[src/rtl/lcd_stream_decoder.sv]
// lcd_stream_decoder
//   Consumer end of the tagged 17-bit video stream in the lcd-side FIFO.
//   It pops FIFO words, parses the framing tokens, and emits pixels with
//   x/y coordinates over a valid/ready handshake. On a framing violation it
//   reports the cause and resynchronises on the next frame start.
//
//   Optional feature: define LCD_STREAM_DECODER_STATS_EN to add the
//   frame_count / error_count statistics ports.
//
// Ports
//   clk, rst_n      clock; synchronous active-low reset
//   queue_empty     FIFO empty flag
//   queue_data      FIFO output word (valid the cycle after queue_rd_en)
//   queue_rd_en     FIFO pop request (combinational)
//   pixel_ready     downstream accepts the head pixel this cycle
//   pixel_valid     pixel_data / pixel_x / pixel_y are valid
//   pixel_data      RGB565 pixel
//   pixel_x/y       pixel coordinates
//   frame_done      1-cycle pulse when a complete frame is closed
//   sync_error      1-cycle pulse on a framing violation
//   error_code      cause of the last violation (1 pixel/start, 2 early token, 3 illegal)
//   frame_count     (stats only) frames completed, wraps
//   error_count     (stats only) violations seen, wraps
module lcd_stream_decoder #(
  parameter int unsigned FRAME_WIDTH  = 480,
  parameter int unsigned FRAME_HEIGHT = 272
) (
  input  logic        clk,
  input  logic        rst_n,
  input  logic        queue_empty,
  input  logic [16:0] queue_data,
  output logic        queue_rd_en,
  input  logic        pixel_ready,
  output logic        pixel_valid,
  output logic [15:0] pixel_data,
  output logic [15:0] pixel_x,
  output logic [15:0] pixel_y,
  output logic        frame_done,
  output logic        sync_error,
`ifdef LCD_STREAM_DECODER_STATS_EN
  output logic [15:0] frame_count,
  output logic [15:0] error_count,
`endif
  output logic [1:0]  error_code
);

  localparam int unsigned CW = 16;
  localparam int unsigned QW = 17;

  localparam logic [QW-1:0] TOK_FRAME_START = 17'h10000;
  localparam logic [QW-1:0] TOK_ROW_START   = 17'h10001;
  localparam logic [QW-1:0] TOK_FRAME_END   = 17'h1FFFF;

  localparam logic [CW-1:0] X_LAST = CW'(FRAME_WIDTH - 1);
  localparam logic [CW-1:0] Y_LAST = CW'(FRAME_HEIGHT - 1);

  typedef enum logic [1:0] {
    S_WAIT_FRAME = 2'd0,
    S_WAIT_ROW   = 2'd1,
    S_PIXELS     = 2'd2,
    S_WAIT_END   = 2'd3
  } state_t;

  typedef struct packed {
    logic [CW-1:0] data;
    logic [CW-1:0] x;
    logic [CW-1:0] y;
  } pix_t;

  state_t        state_q, state_d;
  logic [CW-1:0] x_q, x_d;
  logic [CW-1:0] y_q, y_d;
  logic          inflight_q, inflight_d;
  pix_t          slot0_q, slot0_d;
  pix_t          slot1_q, slot1_d;
  logic          vld0_q, vld0_d;
  logic          vld1_q, vld1_d;
  logic          frame_done_q, frame_done_d;
  logic          sync_error_q, sync_error_d;
  logic [1:0]    error_code_q, error_code_d;

  logic          push;
  logic          pop;
  pix_t          push_ent;
  logic          viol;
  logic [1:0]    viol_code;
  logic [1:0]    occ;

  logic is_fs, is_rs, is_fe, is_pix, is_ill;

  // Word classification of the sampled FIFO output.
  assign is_fs  = (queue_data == TOK_FRAME_START);
  assign is_rs  = (queue_data == TOK_ROW_START);
  assign is_fe  = (queue_data == TOK_FRAME_END);
  assign is_pix = ~queue_data[16];
  assign is_ill = queue_data[16] & ~is_fs & ~is_rs & ~is_fe;

  // Pop-aware occupancy: a slot freed this cycle can be reused by the word
  // requested now, which keeps one pixel per cycle under pixel_ready=1.
  assign pop         = vld0_q & pixel_ready;
  assign occ         = 2'(vld0_q) + 2'(vld1_q) - 2'(pop) + 2'(inflight_q);
  assign queue_rd_en = ~queue_empty & (occ < 2'd2);
  assign inflight_d  = queue_rd_en;

  // Token parser: next state, coordinates, pulses and pixel push.
  always_comb begin
    state_d      = state_q;
    x_d          = x_q;
    y_d          = y_q;
    frame_done_d = 1'b0;
    sync_error_d = 1'b0;
    error_code_d = error_code_q;
    push         = 1'b0;
    push_ent     = {queue_data[CW-1:0], x_q, y_q};
    viol         = 1'b0;
    viol_code    = 2'd0;

    if (inflight_q) begin
      if (state_q == S_WAIT_FRAME) begin
        if (is_fs) begin
          state_d = S_WAIT_ROW;
          y_d     = '0;
        end
      end else if (is_ill) begin
        viol      = 1'b1;
        viol_code = 2'd3;
      end else if (is_fs) begin
        viol      = 1'b1;
        viol_code = 2'd1;
      end else begin
        unique case (state_q)
          S_WAIT_ROW: begin
            if (is_rs) begin
              state_d = S_PIXELS;
              x_d     = '0;
            end else begin
              // Frame end with rows still missing counts as an early token.
              viol      = 1'b1;
              viol_code = is_pix ? 2'd1 : 2'd2;
            end
          end
          S_PIXELS: begin
            if (is_pix) begin
              push = 1'b1;
              if (x_q == X_LAST) begin
                x_d     = '0;
                y_d     = y_q + 16'd1;
                state_d = (y_q == Y_LAST) ? S_WAIT_END : S_WAIT_ROW;
              end else begin
                x_d = x_q + 16'd1;
              end
            end else begin
              viol      = 1'b1;
              viol_code = 2'd2;
            end
          end
          S_WAIT_END: begin
            if (is_fe) begin
              frame_done_d = 1'b1;
              state_d      = S_WAIT_FRAME;
            end else begin
              viol      = 1'b1;
              viol_code = is_pix ? 2'd1 : 2'd2;
            end
          end
          default: state_d = S_WAIT_FRAME;
        endcase
      end

      if (viol) begin
        sync_error_d = 1'b1;
        error_code_d = viol_code;
        // A frame start is itself the resync point.
        if (is_fs) begin
          state_d = S_WAIT_ROW;
          y_d     = '0;
        end else begin
          state_d = S_WAIT_FRAME;
        end
      end
    end
  end

  // Two-entry skid: slot0 is the head; pop shifts, push fills the first free slot.
  always_comb begin
    slot0_d = slot0_q;
    slot1_d = slot1_q;
    vld0_d  = vld0_q;
    vld1_d  = vld1_q;
    if (pop) begin
      slot0_d = slot1_q;
      vld0_d  = vld1_q;
      vld1_d  = 1'b0;
    end
    if (push) begin
      if (!vld0_d) begin
        slot0_d = push_ent;
        vld0_d  = 1'b1;
      end else begin
        slot1_d = push_ent;
        vld1_d  = 1'b1;
      end
    end
  end

  always_ff @(posedge clk) begin
    if (!rst_n) begin
      state_q      <= S_WAIT_FRAME;
      x_q          <= '0;
      y_q          <= '0;
      inflight_q   <= 1'b0;
      slot0_q      <= '0;
      slot1_q      <= '0;
      vld0_q       <= 1'b0;
      vld1_q       <= 1'b0;
      frame_done_q <= 1'b0;
      sync_error_q <= 1'b0;
      error_code_q <= 2'd0;
    end else begin
      state_q      <= state_d;
      x_q          <= x_d;
      y_q          <= y_d;
      inflight_q   <= inflight_d;
      slot0_q      <= slot0_d;
      slot1_q      <= slot1_d;
      vld0_q       <= vld0_d;
      vld1_q       <= vld1_d;
      frame_done_q <= frame_done_d;
      sync_error_q <= sync_error_d;
      error_code_q <= error_code_d;
    end
  end

`ifdef LCD_STREAM_DECODER_STATS_EN
  logic [CW-1:0] frame_count_q, frame_count_d;
  logic [CW-1:0] error_count_q, error_count_d;

  // Wrapping event counters, updated together with their pulses.
  always_comb begin
    frame_count_d = frame_count_q + CW'(frame_done_d);
    error_count_d = error_count_q + CW'(sync_error_d);
  end

  always_ff @(posedge clk) begin
    if (!rst_n) begin
      frame_count_q <= '0;
      error_count_q <= '0;
    end else begin
      frame_count_q <= frame_count_d;
      error_count_q <= error_count_d;
    end
  end

  assign frame_count = frame_count_q;
  assign error_count = error_count_q;
`endif

  assign pixel_valid = vld0_q;
  assign pixel_data  = slot0_q.data;
  assign pixel_x     = slot0_q.x;
  assign pixel_y     = slot0_q.y;
  assign frame_done  = frame_done_q;
  assign sync_error  = sync_error_q;
  assign error_code  = error_code_q;

endmodule
[config.mk]
export PLATFORM = sky130hd
export DESIGN_NAME = lcd_stream_decoder
export DESIGN_NICKNAME = d
export VERILOG_FILES = /design/src/rtl/lcd_stream_decoder.sv
export SDC_FILE = /design/constraint.sdc
export NUM_CORES = 1
export LEC_CHECK = 0
export ABC_AREA = 0
export CAP_MARGIN = 15
export CORE_MARGIN = 1
export CORE_UTILIZATION = 63
export DETAILED_ROUTE_END_ITERATION = 8
export DONT_BUFFER_PORTS = 1
export PLACE_DENSITY = 0.83
export SLEW_MARGIN = 20
export SYNTH_ARGS = -nofsm -noshare
export SYNTH_HDL_FRONTEND = slang
export SYNTH_SLANG_ARGS = --single-unit
[constraint.sdc]
create_clock -name clk -period 2.5 [get_ports clk]
set_input_delay 0 -clock clk [delete_from_list [all_inputs] [get_ports clk]]
set_output_delay 0 -clock clk [all_outputs]
set_load 0.005 [all_outputs]
# After elaboration in Yosys (flattened, before gate mapping)
# Index checks and enable logic that the tools add are counted.
[totals]
reg_bits = 137
elab_cells = 117
[classes]
n_addsub = 5
magnitude_cmp = 1
n_eq_ne = 17
n_mux = 57
bitwise_logic = 14
reduce_logical = 8
[op_table]
columns = ["cell", "count"]
rows = [
  ["16-bit 2-to-1 mux", 12],
  ["48-bit 2-to-1 mux", 3],
  ["17-bit equality test, second input constant", 3],
  ["2-bit 2-to-1 mux", 17],
  ["16-bit by 1-bit adder with 16-bit output, second input constant", 2],
  ["16-bit by 9-bit equality test with 1-bit output, second input constant", 2],
  ["16-bit one-hot mux with 2 select lines", 1],
  ["1-bit 2-to-1 mux", 21],
  ["5-bit != test, second input constant", 4],
  ["2-bit one-hot mux with 3 select lines", 2],
  ["1-bit NOT", 9],
  ["8-bit AND reduction", 1],
  ["7-bit AND reduction", 1],
  ["3-bit by 1-bit != test with 1-bit output, second input constant", 2],
  ["2-bit AND reduction", 3],
  ["6-bit OR reduction", 1],
  ["1-bit bitwise AND", 5],
  ["2-bit equality test, second input constant", 2],
  ["2-bit != test, second input constant", 2],
  ["3-bit by 2-bit != test with 1-bit output, second input constant", 1],
  ["1-bit one-hot mux with 3 select lines", 1],
  ["1-bit by 1-bit adder with 2-bit output", 1],
  ["2-bit by 1-bit adder with 2-bit output", 1],
  ["2-bit by 1-bit equality test with 1-bit output, second input constant", 1],
  ["other kinds (4)", 4],
]

# Depth between registers and ports, before layout
# Gate-level depths: netlist (run 1).
[depth]
ltp_word = 10
mapped_depth = 10
depth_no_buf = 8

# Worst setup path after synthesis (run 1)
# No wires, ideal clock.
[synth_timing]
path_kind = "register to register"
from = "register state_q[0]"
to = "register y_q[6]"
setup_ns = 0.120
arrival_ns = 2.122
required_ns = 2.380
path_slack_ns = 0.259
path_stages_with_launch = 9
cell_sequence = "dfxtp_1 inv_1 ha_1 inv_1 nand3_1 or4b_1 or2_0 and3b_1 o31a_1"
[synth_via]
elab_chain_cells = 7
[synth_rtl]
columns = ["item", "line_no", "source"]
rows = [
  ["start: declaration", "70", "state_t state_q, state_d;"],
  ["start signal: assignment", "220", "state_q <= state_d;"],
  ["2-bit equality test / 2-bit by 1-bit equality test with 1-bit output (equally long branches)", "131", "unique case (state_q)"],
  ["1-bit one-hot mux with 3 select lines / 16-bit 2-to-1 mux (equally long branches)", "131", ""],
  ["1-bit 2-to-1 mux / 16-bit 2-to-1 mux (equally long branches)", "127", "end else if (is_fs) begin"],
  ["1-bit 2-to-1 mux / 16-bit 2-to-1 mux (equally long branches)", "124", "end else if (is_ill) begin"],
  ["1-bit 2-to-1 mux / 16-bit 2-to-1 mux (equally long branches)", "119", "if (state_q == S_WAIT_FRAME) begin"],
  ["1-bit 2-to-1 mux / 16-bit 2-to-1 mux (equally long branches)", "118, 174", ""],
  ["16-bit 2-to-1 mux *", "170", "if (viol) begin"],
  ["end signal: assignment", "222", "y_q <= y_d;"],
  ["end: declaration", "72", "logic [CW-1:0] y_q, y_d;"],
]
# Every way passes the cells marked *; elsewhere a longest branch is shown, timed or not. The select of a mux whose other input is x is not followed.
# A chain may end at the register's enable or synchronous reset.

# Final worst setup path (run 1)
[layout_timing]
from = "register x_q[0]"
to = "register y_q[7]"
[layout_via]
elab_chain_cells = 9
[layout_rtl]
columns = ["item", "line_no", "source"]
rows = [
  ["start: declaration", "71", "logic [CW-1:0] x_q, x_d;"],
  ["start signal: assignment", "209", "x_q <= '0;"],
  ["start signal: assignment", "221", "x_q <= x_d;"],
  ["16-bit by 9-bit equality test with 1-bit output *", "145", "if (x_q == X_LAST) begin"],
  ["16-bit 2-to-1 mux *", "145", ""],
  ["16-bit 2-to-1 mux *", "143", "if (is_pix) begin"],
  ["16-bit 2-to-1 mux *", "131", ""],
  ["16-bit 2-to-1 mux *", "127", ""],
  ["16-bit 2-to-1 mux *", "124", ""],
  ["16-bit 2-to-1 mux *", "119", ""],
  ["16-bit 2-to-1 mux", "174", "if (is_fs) begin"],
  ["16-bit 2-to-1 mux *", "170", ""],
]
# Every way passes the cells marked *; elsewhere a longest branch is shown, timed or not.

==> results of run 1 <==
critical path, cell delays in order, from the launching register on:
cell and delay [ps]:
dfxtp_1 410, ha_1 230, and4_2 310, nand4_1 320, nor4_1 540, buf_4 200
o21ai_0 100, nand2_1 90, a21oi_1 70
kinds of logic after synthesis:
group / Yosys count
simple gates: 384
compound gates: 197
flops: 137
buf+inv: 75
fa+ha+maj: 9
mux: 3
xor+xnor: 1
final cells by class:
class | instances | area share [%]
Sequential cell | 137 | 38.0
Clock inverter | 14 | 2.72
Tap cell | 129 | 2.23
Clock buffer | 18 | 5.92
Multi-Input combinational cell | 594 | 44.1
Inverter | 13 | 0.693
Timing Repair Buffer | 48 | 6.37
worst max-delay path by stage:
stage,slack (ps),endpoint,cells after the start
global route,-30,y_q[7],8
floorplan,260,y_q[6],8
CTS,110,y_q[6],7
global placement,210,y_q[6],7
finish,70,y_q[7],8
detailed placement,120,y_q[6],7
cells in the final DEF, fill, tap and decap left out, drive strengths merged, types with 2 or more instances in the layout:
master / n
inv: 13
nor2: 65
buf: 28
a311oi: 48
nor3: 8
nand2: 225
and2: 4
clkinv: 7
or3b: 2
a211oi: 2
a21oi: 79
nand4: 19
or2: 2
and4: 2
o21a: 2
or4b: 4
o221a: 2
o311ai: 4
dfxtp: 137
dlygate4sd3: 20
nand2b: 3
o31a: 2
nand3: 10
nor2b: 4
mux2i: 2
bufinv: 4
or4: 6
nor4: 13
o21ai: 29
o31ai: 4
o211ai: 5
ha: 9
o41ai: 8
clkbuf: 18
and3: 8
or3: 5
a31oi: 2
clkinvlp: 3
what timing repair did:
action	CTS	global route
hold buffers	20	0
setup buffers	0	2
resized for setup	0	2
endpoints found under the hold margin	56	0
endpoints found under the setup margin	0	8
state kept, by name, summed over array words and instances, names as in the netlist:
register and count:
vld1_q 1, state_q 2, x_q 16, error_code 2, pixel_y 16, inflight_q 1, frame_done 1, slot1_q 48
sync_error 1, pixel_data 16, y_q 16, pixel_valid 1, pixel_x 16
report_power, final:
group          switching [mW]  internal [mW]
logic                  0.0814         0.0426
clock network           0.993           1.65
registers            0.000454           2.18
through the flow:
| step | instance area [sq um] | setup TNS (ps) | total power, mW |
|---|---|---|---|
| floorplan | 6200 | 0 | 2.29 |
| global placement | 6390 | 0 | 2.31 |
| detailed placement | 6390 | 0 | 2.31 |
| CTS | 7210 | 0 | 4.95 |
| global route | 7230 | -41.7 | 5.09 |
| finish | 7230 | 0 | 4.95 |
layer usage:
layer | vias to the layer above | share of wire, %
met2 | 332 | 48
met1 | 2929 | 41
met3 | 55 | 8.1
li1 | 2878 | -
met4 | 0 | 2.8
met5 | - | 0
==> run_results.csv, run 1 <==
group,metric,value,unit
status,status,"complete, no violations",
routing,drc_errors,0,
min_path,min_from,"queue_empty",
global_route,antenna_found_initial,0,
logic_synthesis,yosysMostFrequentCell,"nand2_1",
global_route,overflow,0,
floorplanning,ios,75,
logic_synthesis,syn_area,6200,sq um
global_route,grtUsageMet2,56.8,%
placed_design,portBuffers,0,
logic_synthesis,synth_common_cells,"225 x nand2_1, 137 x dfxtp_1, 79 x a21oi_1, 65 x nor2_1, 56 x clkbuf_1",
routing,final_antenna_net_count,0,
clock_network,clock-sinks,137,
min_path,hp-class,"in -> out",
logic_synthesis,synth_top_family_by_area,"simple AND/OR/NAND/NOR gates",
routing,vias,6194,
critical_path,r2r_slack,70,ps
sta,rsz0062_at_grt,"true",
finish,multi_input_area,3190,sq um
logic_synthesis,synth_seq_area_share,44.2,%
critical_path,worstSetupStartpoint,"x_q[0]",
logic_synthesis,synth_compound_area_share,21.2,%
finish,drive_gt1_share,9.71,%
sta,period_share,97.3,%
global_route,grt_pass1_wl,28100,um
logic_synthesis,yosysTopAreaCell,"dfxtp_1",
clock_network,cts_made_buffers,17,
critical_path,r2r_cells,8,
min_path,min_to,"queue_rd_en",
logic_synthesis,synth_top_area_share,44.2,%
clock_network,htreeDepth,4,
clock_network,ctsLongestPathBuffers,2,
routing,avgRoutedWirePerCell,17.9,um
sta,setup_violations,0,
logic_synthesis,synthAdderAreaFrac,1.82,%
finish,fin_util,77.1,%
finish,post_layout_nonfiller_instances,953,
logic_synthesis,async_flop_share,0,%
critical_path,startpoint_type,"flip-flop",
finish,fin_nets,841,
sta,worst_pin_slew,845,ps
logic_synthesis,synth_xor_area_share,0.141,%
global_route,grt_max_degree,97,
critical_path,r2r-start,"x_q[0]",
critical_path,cp_max_fo,6,
min_path,holdPathStages,1,
critical_path,arrival,2800,ps
logic_synthesis,syn-num-nets,836,
sta,fin_hold_ws,33.8,ps
routing,drtIter0Drc,555,
placed_design,dpl_worst_slack,117,ps
floorplanning,row_count,35,
placed_design,gp_congestion,0.953,
logic_synthesis,synth_ff_type,"dfxtp_1",
logic_synthesis,synthMuxAreaShare,0.504,%
sta,relSlewSlack,43.2,%
clock_network,clk_transition_reported_paths,60,ps
global_route,grtUsageMet1,44.3,%
logic_synthesis,post_synth_num_cell_types,60,
clock_network,clk_latency,520,ps
finish,fillers,691,
power_and_ir_drop,p_leak,2.44,nW
floorplanning,die_height,101,um
logic_synthesis,syn_inst,806,
power_and_ir_drop,p_per_area,686,nW/um^2
sta,worst_slack,68.2,ps
routing,drt-total-wl,17100,um
critical_path,critPathRequiredTime,2870,ps
floorplanning,start_util,66.2,%
critical_path,cp-end-kind,"flip-flop",
sta,period_needed,2430,ps
global_route,busiest_layer,"met2",
global_route,grt_usage,34.5,%
logic_synthesis,synth-edff-count,0,
power_and_ir_drop,peakVddDrop,0.405,mV
finish,areaGrowthSynthToFinish,16.5,%
flow_run,cap_viol_max_count,0,
global_route,grt_pass1_vias,5754,
logic_synthesis,yosys_register_bits,137,
floorplanning,die_w,101,um
finish,seqCellArea,2740,sq um
clock_network,clockRootBuffer,"clkbuf_8",
sta,hold_viol,0,
routing,drtPass1Iterations,5,
sta,fin_skew,7.60,ps
sta,finalMaxSlewViolations,0,
logic_synthesis,yosys.area_share.simple,27.6,%
floorplanning,die_area,10200,sq um
clock_network,cts_tree,"done",
critical_path,critPathKind,"reg -> reg",
floorplanning,core_area,9370,sq um
placed_design,dp.cells,899,
logic_synthesis,yosys_warnings,0,
sta,max_clock_freq,0.411,GHz
logic_synthesis,synth_area_leaders,"dfxtp_1 44%, nand2_1 14%, a311oi_1 6.8%",
logic_synthesis,syn_avg_cell_area,7.70,sq um
global_route,use_met3,6.83,%
critical_path,r2r_end,"y_q[7]",
routing,viasPerCell,6.50,
placed_design,hpwlAfterDp,10200,um
finish,insertedDiodeCount,0,
(Power assumes the default switching activity.)
==> inputs of run 2 (changes only) <==
Settings changed: HOLD_SLACK_MARGIN set to 0.12, RECOVER_POWER set to 50.
==> run_results.csv, run 2 (same netlist as run 1, synthesis figures left out) <==
group,metric,value,unit
critical_path,arrival,2820,ps
clock_network,post_cts_buffers,0,
critical_path,crit_family,"simple AND/OR/NAND/NOR gates",
sta,fin_skew,6.97,ps
routing,vias,6204,
finish,largest-register,"slot1_q",
routing,avgRoutedWirePerCell,18.2,um
critical_path,cp_slowest_cell,"nor4_1",
finish,fin_util,77.6,%
finish,drive_gt1_share,9.54,%
routing,final_antenna_net_count,0,
placed_design,gp_congestion,0.953,
min_path,min_from,"rst_n",
power_and_ir_drop,p_leak,2.45,nW
routing,drc_errors,0,
global_route,grt_max_degree,97,
critical_path,critPathKind,"reg -> reg",
floorplanning,start_util,66.2,%
clock_network,cts_made_buffers,17,
clock_network,clockRootBuffer,"clkbuf_8",
routing,drtIter0Drc,522,
critical_path,r2r_slack,90,ps
sta,period_share,96.4,%
finish,areaGrowthSynthToFinish,17.3,%
sta,worst_pin_slew,856,ps
finish,largest_reg_flops,48,
sta,max_clock_freq,0.415,GHz
routing,drtPass1Iterations,6,
clock_network,cts_tree,"done",
clock_network,clk_latency,530,ps
finish,layout_commonest_cell,"nand2_1",
sta,setup_violations,0,
power_and_ir_drop,peakVddDrop,0.405,mV
global_route,grt_usage,34.9,%
power_and_ir_drop,p_per_area,685,nW/um^2
status,status,"complete, no violations",
clock_network,htreeDepth,4,
critical_path,critPathRequiredTime,2910,ps
floorplanning,die_area,10200,sq um
critical_path,r2r-start,"x_q[0]",
critical_path,worstSetupStartpoint,"x_q[0]",
finish,insertedDiodeCount,0,
global_route,grt_pass1_vias,5806,
floorplanning,ios,75,
finish,fin_nets,845,
critical_path,cp_max_fo,6,
sta,relSlewSlack,42.5,%
floorplanning,core_area,9370,sq um
routing,viasPerCell,6.48,
min_path,hp-class,"in -> reg",
placed_design,hpwlAfterDp,10200,um
critical_path,r2r_cells,8,
finish,layout_common_cells,"225 x nand2_1, 137 x dfxtp_1, 79 x a21oi_1",
floorplanning,row_count,35,
floorplanning,die_w,101,um
global_route,antenna_found_initial,0,
sta,period_needed,2410,ps
sta,tns,0,ps
sta,rsz0062_at_grt,"true",
critical_path,worstPathCellList,"ha_1 -> and4_2 -> nand4_1 -> nor4_1 -> buf_4 -> o21ai_0 -> nand2_1 -> a21oi_1",
sta,hold_viol,0,
finish,fillers,690,
clock_network,ctsLongestPathBuffers,2,
min_path,min_to,"frame_done",
floorplanning,die_height,101,um
flow_run,cap_viol_max_count,0,
clock_network,clk_transition_reported_paths,60,ps
placed_design,portBuffers,0,
critical_path,r2r_end,"y_q[7]",
critical_path,cp-end-kind,"flip-flop",
sta,finalMaxSlewViolations,0,
critical_path,path_buf_inv,1,
critical_path,cpPeakStageDelay,550,ps
global_route,grt_pass1_wl,28300,um
clock_network,clock-sinks,137,
min_path,holdPathStages,3,
global_route,overflow,0,
critical_path,startpoint_type,"flip-flop",
routing,drt-total-wl,17400,um
[run 2: cell count changes in the layout (fill, tap and decap cells not counted), sizes merged]
cell / before / now
dlygate4sd3: 20 / 24
buf: 28 / 25
clkbuf: 18 / 21
[run 2: worst max path at each step]
stage	endpoint	depth (start not counted)
6_report	y_q[7]	8
3_3_place_gp	y_q[6]	7
3_5_place_dp	y_q[6]	7
2_1_floorplan	y_q[6]	8
4_1_cts	y_q[6]	7
5_1_grt	y_q[6]	7
[run 2: final cells by class]
class                   instances  area [sq um]  area share [%]
clock buffers                  18           428            5.88
clock inverters                14           196            2.70
repair buffers                 52           507            6.96
well taps                     129           161            2.22
flip-flops and latches        137          2740            37.7
inverters                      13          50.0           0.688
multi-input cells             594          3190            43.9
[run 2: repair_timing]
item                                    in CTS  in global routing
hold buffers                                26                  0
endpoints found under the setup margin       0                  8
hold endpoints to repair                   118                  0
gates resized for setup                      0                  3
[run 2: worst min-delay path: stages]
cell and delay [ps]:
nand3_1 40, dlygate4sd3_1 550, nor4_1 60
[run 2: through the flow]
stage	worst slack, ps	hold WS [ps]	power, mW	instance area, sq um	std cells
4_1_cts	113	156	4.97	7290	957
3_5_place_dp	117	34.1	2.31	6390	899
2_1_floorplan	259	31.1	2.29	6200	806
5_1_grt	6.74	198	5.10	7280	957
3_3_place_gp	209	35.8	2.31	6390	899
6_report	90.8	180	4.98	7280	957
[run 2: power breakdown]
group	switching [mW]	internal [mW]
combinational	0.0903	0.0501
sequential	0.000454	2.18
clock	1.01	1.65
[run 2: metal layers]
layer	wire length, um	track usage (%)	part of all wire (%)
met2	8380	58.6	48
met5	0	0	0
met1	7150	44.2	41
met4	416	14.4	2.4
met3	1430	6.56	8.2
==> inputs of run 3 (changes only) <==
Settings changed: CELL_PAD_IN_SITES_DETAIL_PLACEMENT set to 1, CELL_PAD_IN_SITES_GLOBAL_PLACEMENT set to 2, CORE_UTILIZATION 63 to 37.
==> run_results.csv, run 3 (same netlist as run 1, synthesis figures left out) <==
group,metric,value,unit
status,status,"complete, no violations",
sta,hold_viol,0,
finish,largest-register,"slot1_q",
critical_path,startpoint_type,"flip-flop",
finish,fin_util,46.4,%
sta,setup_violations,0,
finish,drive_gt1_share,12.0,%
critical_path,r2r_slack,130,ps
clock_network,clockRootBuffer,"clkbuf_16",
finish,fillers,1949,
finish,layout_common_cells,"224 x nand2_1, 137 x dfxtp_1, 79 x a21oi_1",
sta,fin_skew,11.8,ps
min_path,hp-class,"in -> reg",
global_route,antenna_found_initial,0,
sta,period_share,94.9,%
clock_network,htreeDepth,4,
sta,rsz0062_at_grt,"false",
global_route,overflow,0,
routing,drt-total-wl,20200,um
floorplanning,core_area,16100,sq um
placed_design,hpwlAfterDp,13100,um
floorplanning,ios,75,
sta,worst_slack,127,ps
clock_network,cts_tree,"done",
floorplanning,start_util,38.5,%
critical_path,cp_max_fo,8,
min_path,min_to,"vld1_q",
global_route,grt_pass1_wl,33600,um
sta,period_needed,2370,ps
critical_path,r2r_cells,8,
sta,fin_hold_ws,154,ps
min_path,holdPathStages,4,
floorplanning,row_count,46,
routing,avgRoutedWirePerCell,19.0,um
floorplanning,die_w,131,um
critical_path,worstPathCellList,"inv_1 -> ha_2 -> nor2b_1 -> and2_1 -> nand4_1 -> buf_4 -> or4_1 -> a21oi_1",
critical_path,cp-end-kind,"flip-flop",
critical_path,r2r_end,"x_q[11]",
placed_design,dpl_worst_slack,-32.5,ps
sta,relSlewSlack,42.6,%
sta,finalMaxSlewViolations,0,
clock_network,ctsLongestPathBuffers,2,
routing,drc_errors,0,
clock_network,clk_transition_reported_paths,60,ps
clock_network,clock-sinks,137,
power_and_ir_drop,p_per_area,649,nW/um^2
critical_path,cpPeakStageDelay,550,ps
power_and_ir_drop,peakVddDrop,0.464,mV
critical_path,arrival,2730,ps
critical_path,critPathRequiredTime,2850,ps
clock_network,clk_latency,430,ps
power_and_ir_drop,p_leak,2.54,nW
sta,worst_pin_slew,858,ps
clock_network,cts_made_buffers,17,
finish,areaGrowthSynthToFinish,20.5,%
global_route,grt_max_degree,59,
critical_path,r2r-start,"state_q[0]",
global_route,grt_usage,24.1,%
placed_design,portBuffers,0,
finish,layout_commonest_cell,"nand2_1",
floorplanning,die_area,17300,sq um
finish,largest_reg_flops,48,
flow_run,cap_viol_max_count,0,
finish,insertedDiodeCount,0,
sta,max_clock_freq,0.421,GHz
routing,vias,6166,
floorplanning,die_height,131,um
critical_path,cp_slowest_cell,"or4_1",
finish,fin_nets,867,
routing,final_antenna_net_count,0,
routing,drtPass1Iterations,6,
placed_design,gp_congestion,0.856,
routing,viasPerCell,5.79,
routing,drtIter0Drc,351,
min_path,min_from,"pixel_ready",
critical_path,critPathKind,"reg -> reg",
global_route,grt_pass1_vias,6453,
-- run 3: worst max path at each step --
stage,depth (start not counted),endpoint,slack [ps],startpoint
2_1_floorplan,8,y_q[6],260,state_q[0]
3_3_place_gp,8,x_q[15],130,state_q[0]
3_5_place_dp,7,x_q[11],-30,state_q[0]
4_1_cts,8,y_q[6],30,state_q[0]
5_1_grt,7,y_q[6],10,x_q[1]
6_report,8,x_q[11],130,state_q[0]
-- run 3: final cells by class --
type                            count  area (sq um)  share of cell area (%)
Multi-Input combinational cell    594          3190                    42.7
Sequential cell                   137          2740                    36.7
Timing Repair Buffer               74           628                    8.40
Clock buffer                       20           467                    6.24
Tap cell                          216           270                    3.62
Clock inverter                     11           121                    1.62
Inverter                           13          50.0                   0.670
-- run 3: per-stage QoR --
stage          std cells  power (mW)  instance area (sq um)  TNS (ps)
3_3_place_gp        1010        2.32                   6670         0
3_5_place_dp        1010        2.32                   6670     -77.8
2_1_floorplan        806        2.29                   6200         0
5_1_grt             1065        5.00                   7470         0
6_report            1065        4.85                   7470         0
4_1_cts             1065        4.89                   7490         0
-- run 3: worst max-delay path: cells and delay by family (launching register included) --
family	cells	cell delay, ps
adders and majority gates	1	260
and+or+nand+nor	4	1170
AOI/OAI and AO/OA	1	150
buffers and inverters	2	320
DFF	1	400
-- run 3: timing repair --
item	CTS	global route
hold endpoints to repair	60	0
setup buffers	2	0
setup endpoints to repair	5	13
cloned	0	0
pin swaps	1	0
hold buffers	22	0
resized for setup	0	8
-- run 3: where the power goes --
group          leakage (nW)  internal, mW  switching [mW]  total (mW)
Combinational          1.15        0.0473          0.0891       0.136
Clock                 0.288          1.54           0.989        2.53
Sequential             1.10          2.18        0.000885        2.19
-- run 3: layer usage --
metal | part of all wire [%] | track usage [%] | vias up
li1 | - | - | 2926
met1 | 45 | 30.3 | 3091
met2 | 48 | 40.3 | 122
met3 | 4.5 | 5.83 | 27
met4 | 1.7 | 7.49 | 0
met5 | 0 | 0 | -
